[config.mk]
export PLATFORM = sky130hd
export DESIGN_NAME = crack_ctrl
export DESIGN_NICKNAME = d
export VERILOG_FILES = /design/src/rtl/crack_ctrl.sv
export SDC_FILE = /design/constraint.sdc
export NUM_CORES = 1
export LEC_CHECK = 0
export ABC_CLOCK_PERIOD_IN_PS = 4700
export CORE_MARGIN = 1.5
export CORE_UTILIZATION = 54
export CTS_BUF_LIST = sky130_fd_sc_hd__clkbuf_16
export CTS_CLUSTER_SIZE = 30
export DETAILED_ROUTE_END_ITERATION = 10
export PLACE_DENSITY = 0.88
export SKIP_LAST_GASP = 1
export SYNTH_ARGS = -nofsm -noshare
export SYNTH_HDL_FRONTEND = slang
export SYNTH_SLANG_ARGS = --single-unit
export TNS_END_PERCENT = 1
[constraint.sdc]
create_clock -name clk -period 4.7 [get_ports clk]
set_input_delay 0.705 -clock clk [delete_from_list [all_inputs] [get_ports clk]]
set_output_delay 0.705 -clock clk [all_outputs]
set_load 0.02 [all_outputs]
[src/rtl/crack_ctrl.sv]
// Key-search sequencer: steps one arc4 core through a key range and stops at the
// first key whose snooped plaintext is entirely printable ASCII.
module crack_ctrl #(
  parameter logic [23:0] KEY_START = 24'h000000,
  parameter logic [23:0] KEY_STEP  = 24'd1,
  parameter logic [23:0] KEY_LAST  = 24'hFFFFFF
) (
  input  logic        clk,
  input  logic        rst_n,
  input  logic        en,
  output logic        rdy,
  output logic [23:0] key,
  output logic        key_valid,
  output logic        a4_en,
  input  logic        a4_rdy,
  output logic [23:0] a4_key,
  input  logic        pt_wren,
  input  logic [7:0]  pt_addr,
  input  logic [7:0]  pt_wrdata
);

  localparam int unsigned KEY_W  = 24;
  localparam int unsigned BYTE_W = 8;
  localparam logic [BYTE_W-1:0] PRINT_LO = 8'h20;
  localparam logic [BYTE_W-1:0] PRINT_HI = 8'h7E;

  typedef enum logic [1:0] {
    IDLE   = 2'd0,
    LAUNCH = 2'd1,
    RUN    = 2'd2,
    CHECK  = 2'd3
  } state_t;

  state_t            state;
  logic [BYTE_W-1:0] len;
  logic              len_seen;
  logic              bad;

  logic snoop_c;
  logic printable_c;
  logic pass_c;
  logic last_key_c;

  // Snoop qualification and end-of-key decisions.
  always_comb begin
    snoop_c     = pt_wren && ((state == LAUNCH) || (state == RUN));
    printable_c = (pt_wrdata >= PRINT_LO) && (pt_wrdata <= PRINT_HI);
    pass_c      = len_seen && !bad && (len != '0);
    // Distance to the last key; never wraps since a4_key never exceeds KEY_LAST.
    last_key_c  = KEY_W'(KEY_LAST - a4_key) < KEY_STEP;
  end

  always_ff @(posedge clk) begin
    if (!rst_n) begin
      state     <= IDLE;
      rdy       <= 1'b1;
      key_valid <= 1'b0;
      key       <= '0;
      a4_en     <= 1'b0;
      a4_key    <= KEY_START;
      len       <= '0;
      len_seen  <= 1'b0;
      bad       <= 1'b0;
    end else begin
      // Plaintext snoop; a write on the RUN exit edge still lands before CHECK.
      if (snoop_c) begin
        if (pt_addr == '0) begin
          len      <= pt_wrdata;
          len_seen <= 1'b1;
        end else if (!len_seen) begin
          bad <= 1'b1;
        end else if ((pt_addr <= len) && !printable_c) begin
          bad <= 1'b1;
        end
      end

      case (state)
        IDLE: begin
          if (en) begin
            state     <= LAUNCH;
            rdy       <= 1'b0;
            a4_en     <= 1'b1;
            a4_key    <= KEY_START;
            key       <= '0;
            key_valid <= 1'b0;
            len       <= '0;
            len_seen  <= 1'b0;
            bad       <= 1'b0;
          end
        end
        LAUNCH: begin
          if (!a4_rdy) begin
            state <= RUN;
            a4_en <= 1'b0;
          end
        end
        RUN: begin
          if (a4_rdy) begin
            state <= CHECK;
          end
        end
        CHECK: begin
          if (pass_c) begin
            state     <= IDLE;
            rdy       <= 1'b1;
            key       <= a4_key;
            key_valid <= 1'b1;
          end else if (last_key_c) begin
            state     <= IDLE;
            rdy       <= 1'b1;
            key_valid <= 1'b0;
          end else begin
            state    <= LAUNCH;
            a4_en    <= 1'b1;
            a4_key   <= KEY_W'(a4_key + KEY_STEP);
            len      <= '0;
            len_seen <= 1'b0;
            bad      <= 1'b0;
          end
        end
        default: state <= IDLE;
      endcase
    end
  end

endmodule
# Word-level counts from Yosys, hierarchy flattened
# Cells that the tools add are included.
[classes]
n_lt_le_gt_ge = 4
mux = 44
addsub = 2
eq_ne = 10
n_reduce_logical = 18
[ops]
columns = ["cell", "n"]
rows = [
  ["$mux 24", 4],
  ["$pmux 24 s2", 2],
  ["$mux 8", 5],
  ["$add 24x1->24 const B", 1],
  ["$lt 24x1->1 const B", 1],
  ["$sub 24x24->24 const A", 1],
  ["$mux 1", 23],
  ["$pmux 8 s2", 1],
  ["$ne 2x2->1 const B", 6],
  ["$reduce_and 3->1", 3],
  ["$ge 8x6->1 const B", 1],
  ["$le 8x7->1 const B", 1],
  ["$le 8x8->1", 1],
  ["$logic_not 8->1", 1],
  ["$pmux 1 s2", 4],
  ["$pmux 2 s4", 1],
  ["$reduce_bool 8->1", 1],
  ["$mux 2", 3],
  ["$logic_and 1x1->1", 5],
  ["$reduce_and 5->1", 1],
  ["$eq 2x2->1 const B", 2],
  ["$reduce_and 4->1", 1],
  ["$ne 3x3->1 const B", 1],
  ["$pmux 1 s3", 1],
  ["6 further kinds", 7],
]
[totals]
in_bits = 21
output_inout_bits = 51
register_bits = 63
word_cells = 87

# Logic depth before layout (Yosys ltp)
[logic_depth]
word_depth = 11
mapped_depth = 10
depth_no_buf = 7

# Worst setup path after synthesis
# OpenSTA, ideal clock, no wires.
[synth_path]
kind = "reg2reg"
start = "reg state[0]"
end = "reg a4_key[17]"
arrival_time_ps = 2090
setup_slack_ps = 2540
setup_time_ps = 70
stages_incl_launch_ff = 10
synth_period_minus_slack_ps = 2160
required_time_ps = 4630
cell_sequence = "dfxtp_1 inv_1 ha_1 nor2b_1 clkbuf_1 nor2_2 o211ai_2 buf_6 or4_1 a21oi_1"
[synth_between]
elab_chain_cells = 3
[synth_lines]
columns = ["item", "line_no", "text"]
rows = [
  ["start: declaration", "34", "state_t state;"],
  ["start signal: assignment", "55", "state <= IDLE;"],
  ["start signal: assignment", "80", "state <= LAUNCH;"],
  ["start signal: assignment", "93", "state <= RUN;"],
  ["$eq 2x2->1 or $logic_not 2->1 (tied branches)", "77", "case (state)"],
  ["$ne 2x2->1 (no source line) or $reduce_bool 2->1 (tied branches)", "--", ""],
  ["$reduce_and 4->1 (no source line)", "--", ""],
  ["end signal: assignment", "115", "a4_key <= KEY_W'(a4_key + KEY_STEP);"],
  ["end: declaration", "16", "output logic [23:0] a4_key,"],
]
# Several ways; a longest one is shown, not always the timed one.
# A chain may end at the register's enable or synchronous reset.

# Final worst setup path
[layout_path]
start = "reg a4_key[0]"
end = "reg a4_key[19]"
[layout_between]
elab_chain_cells = 4
[layout_lines]
columns = ["item", "line_no"]
rows = [
  ["$sub 24x24->24 or $add 24x1->24 (tied branches)", "50, 115"],
  ["$lt 24x1->1 or $mux 24 (tied branches)", "50, 108"],
  ["$ne 2x2->1 (no source line) or $mux 24 (tied branches)", "--"],
  ["$reduce_and 4->1 (no source line) or $pmux 24 s2 (tied branches)", "--"],
]
# Several ways; a longest one is shown, not always the timed one. The select of a mux whose other input is x is not followed.

==> flow_metrics.env <==
export IMPL_drtIter0Drc=265
export IMPL_fin_nets=470
export IMPL_ys_ff_latch=63
export IMPL_antenna_found_initial=0
export IMPL_fin_crit_ns=2.920
export IMPL_peakVddDrop_mv=0.4986
export IMPL_design_area_um2=4190
export IMPL_diodes=0
export IMPL_syn2layout_area_growth_pct=35.53
export IMPL_drt_total_wl_um=8726
export IMPL_fp_dieW_um=78.67
export IMPL_grt_most_used_layer="met2"
export IMPL_vias_per_cell=6.298
export IMPL_rows=27
export IMPL_postCtsSetupBuffers=0
export IMPL_grt_max_degree=39
export IMPL_ys_warnings_count=0
export IMPL_coreArea_um2=5507
export IMPL_avgSynthCellArea_um2=8.289
export IMPL_hold_viol=0
export IMPL_syn_cell_area_um2=3092
export IMPL_maxCapViolCount=0
export IMPL_groute_layer_met1_usage=0.3925
export IMPL_finalCritPeriodShare=0.6212
export IMPL_crit_type="reg -> reg"
export IMPL_p_leak_nw=1.455
export IMPL_synthCells=373
export IMPL_fmax_ghz=0.3425
export IMPL_utilization=0.7610
export IMPL_fin_skew_ns=0.005505
export IMPL_cts_hold_buf=0
export IMPL_hpwl_um=5677
export IMPL_die_area_um2=6188
export IMPL_drcViolationCount=0
export IMPL_root_buffer="clkbuf_16"
export IMPL_final_antenna_net_count=0
export IMPL_status="completed"
export IMPL_grt_pass1_wl_um=14470
export IMPL_first_pass_iters=5
export IMPL_setup_ws_ns=1.780
export IMPL_min_path_type="reg -> reg"
export IMPL_gr_usage_met2=0.4569
export IMPL_tightest_slew_ns=1.243
export IMPL_cts_buffer_depth=2
export IMPL_clk_latency_ns=0.33
export IMPL_finalSetupViolCount=0
export IMPL_drive_above_1_share=0.05442
export IMPL_io_pins=72
export IMPL_grt_met3_usage=0.05814
export IMPL_track_usage=0.2977
export IMPL_ys_seq_area_frac=0.4079
export IMPL_post_place_ws_ns=1.608
export IMPL_async_reset_ff_frac=0
export IMPL_drv_slew=0
export IMPL_startpoint_type="register"
export IMPL_yosys_cell_types_count=42
export IMPL_rsz0062_at_grt="false"
export IMPL_synthFlopType="dfxtp_1"
export IMPL_slew_headroom=0.1687
export IMPL_cp_arrival_ns=3.18
export IMPL_grt_pass1_vias=2992
export IMPL_synth_edff_count=0
export IMPL_wl_per_cell_um=17.01
export IMPL_die_h_um=78.67
export IMPL_p_per_area_nw_per_um2=456.3
export IMPL_crit_fanout=38
export IMPL_numPortBuffers=71
export IMPL_numCtsBuffers=9
export IMPL_end_kind="register"
export IMPL_vias=3231
export IMPL_cts_tree="built"
export IMPL_synth_fp_nets=407
export IMPL_tns_ns=0
export IMPL_placed_area_um2=3829
export IMPL_gp_congestion=0.8072
export IMPL_cts_sinks=63
export IMPL_cts_resized=0
export IMPL_htreeDepth=3
export IMPL_critPathRequiredTime_ns=4.96
export IMPL_grt_ovfl_total=0
export IMPL_initial_utilization=0.5615
export IMPL_path_clk_slew_ns=0.05
## power breakdown
part           total [mW]  switching [mW]  internal, mW
clock               0.811           0.243         0.568
sequential          0.570          0.0159         0.554
combinational       0.531           0.381         0.150
## metal layers
layer | wire length, µm | vias up | part of all wire
met5 | 0 | - | 0
met4 | 237 | 0 | 0.027
met3 | 623 | 24 | 0.071
met2 | 4235 | 167 | 0.49
met1 | 3629 | 1532 | 0.42
li1 | - | 1508 | -
## metrics by stage
| stage | power, mW | std cells | hold slack [ns] |
|---|---|---|---|
| 3_5_place_dp | 1.092 | 497 | 0.4422 |
| 3_3_place_gp | 1.076 | 497 | 0.4380 |
| 4_1_cts | 1.903 | 513 | 0.4497 |
| 2_1_floorplan | 0.9752 | 373 | 0.4344 |
| 6_report | 1.912 | 513 | 0.4508 |
| 5_1_grt | 1.999 | 513 | 0.4659 |
## critical path, stage by stage (launching register included)
cell      delay, ns
dfxtp_1        0.50
ha_1           0.30
and4_1         0.34
nand4_1        0.23
o211ai_2       1.01
o21ai_0        0.28
a21oi_1        0.19
## state kept, by name, summed over array words and instances, names as in the netlist
register / count
state: 2
key: 24
len: 8
a4_en: 1
len_seen: 1
key_valid: 1
rdy: 1
bad: 1
a4_key: 24
## cells by family (layout without fill, tap and decap cells)
group / count (synthesis) / count (layout) / synth area share
multiplexers: 12 / 12 / 0.03926
AO/OA/AOI/OAI: 96 / 96 / 0.1894
adder cells (fa/ha/maj): 13 / 13 / 0.05261
XOR/XNOR: 1 / 1 / 0.002833
buffers and inverters: 37 / 105 / 0.04775
AND/OR/NAND/NOR: 151 / 151 / 0.2602
flip-flops: 63 / 63 / 0.4079
## final timing paths
kind                  start         end  slack (ns)  depth (start not counted)
setup reg to reg  a4_key[0]  a4_key[19]        1.78                          6
hold reg to reg     key[22]     key[22]        0.45                          2
setup / recovery  a4_key[0]  a4_key[19]        1.78                          6
hold / removal      key[22]     key[22]        0.45                          2
## placed cells by master, fill, tap and decap left out, drive strengths merged, types with 2 or more instances in the layout
| cell type | Yosys | routed |
|---|---|---|
| clkdlybuf4s50 | 0 | 71 |
| dfxtp | 63 | 63 |
| a21oi | 50 | 50 |
| nand2 | 39 | 39 |
| nand3 | 35 | 35 |
| nor2 | 17 | 17 |
| inv | 15 | 16 |
| nand4 | 14 | 14 |
| o21ai | 13 | 13 |
| ha | 13 | 13 |
| or3 | 12 | 12 |
| or4 | 12 | 12 |
| mux2i | 11 | 11 |
| clkbuf | 17 | 9 |
| o31ai | 9 | 9 |
| and4 | 6 | 6 |
| and3 | 6 | 6 |
| o211ai | 5 | 5 |
| nor2b | 4 | 4 |
| and2 | 4 | 4 |
| bufinv | 0 | 4 |
| a21o | 3 | 3 |
| a31oi | 3 | 3 |
| a211oi | 3 | 3 |
| buf | 5 | 3 |
| o22ai | 2 | 2 |
| clkinv | 0 | 2 |
## final cells by class
cell class | instances | area, µm²
Clock inverter | 7 | 136.4
Clock buffer | 9 | 225.2
Inverter | 15 | 56.30
Fill cell | 383 | 1316
Timing Repair Buffer | 74 | 733.2
Tap cell | 72 | 90.09
Multi-Input combinational cell | 273 | 1688
Sequential cell | 63 | 1261
## synth_stat cells, types with 3 or more instances
library cell,count,share of area
nor2b_1,4,0.0081
or3_1,12,0.024
and4_1,6,0.017
a21o_1,3,0.0073
and3_1,6,0.012
and2_1,4,0.0081
nand3_1,35,0.057
nand4_1,14,0.028
buf_1,3,0.0036
nor2_1,16,0.019
ha_1,13,0.053
o211ai_1,3,0.0073
nand2_1,39,0.047
a21oi_1,50,0.081
a31oi_1,3,0.0061
dfxtp_1,63,0.41
or4_1,10,0.024
inv_1,15,0.018
clkbuf_1,17,0.021
mux2i_1,11,0.036
a211oi_1,3,0.0073
o31ai_1,9,0.022
o21ai_0,13,0.021
Power figures use the tool's default switching activity.
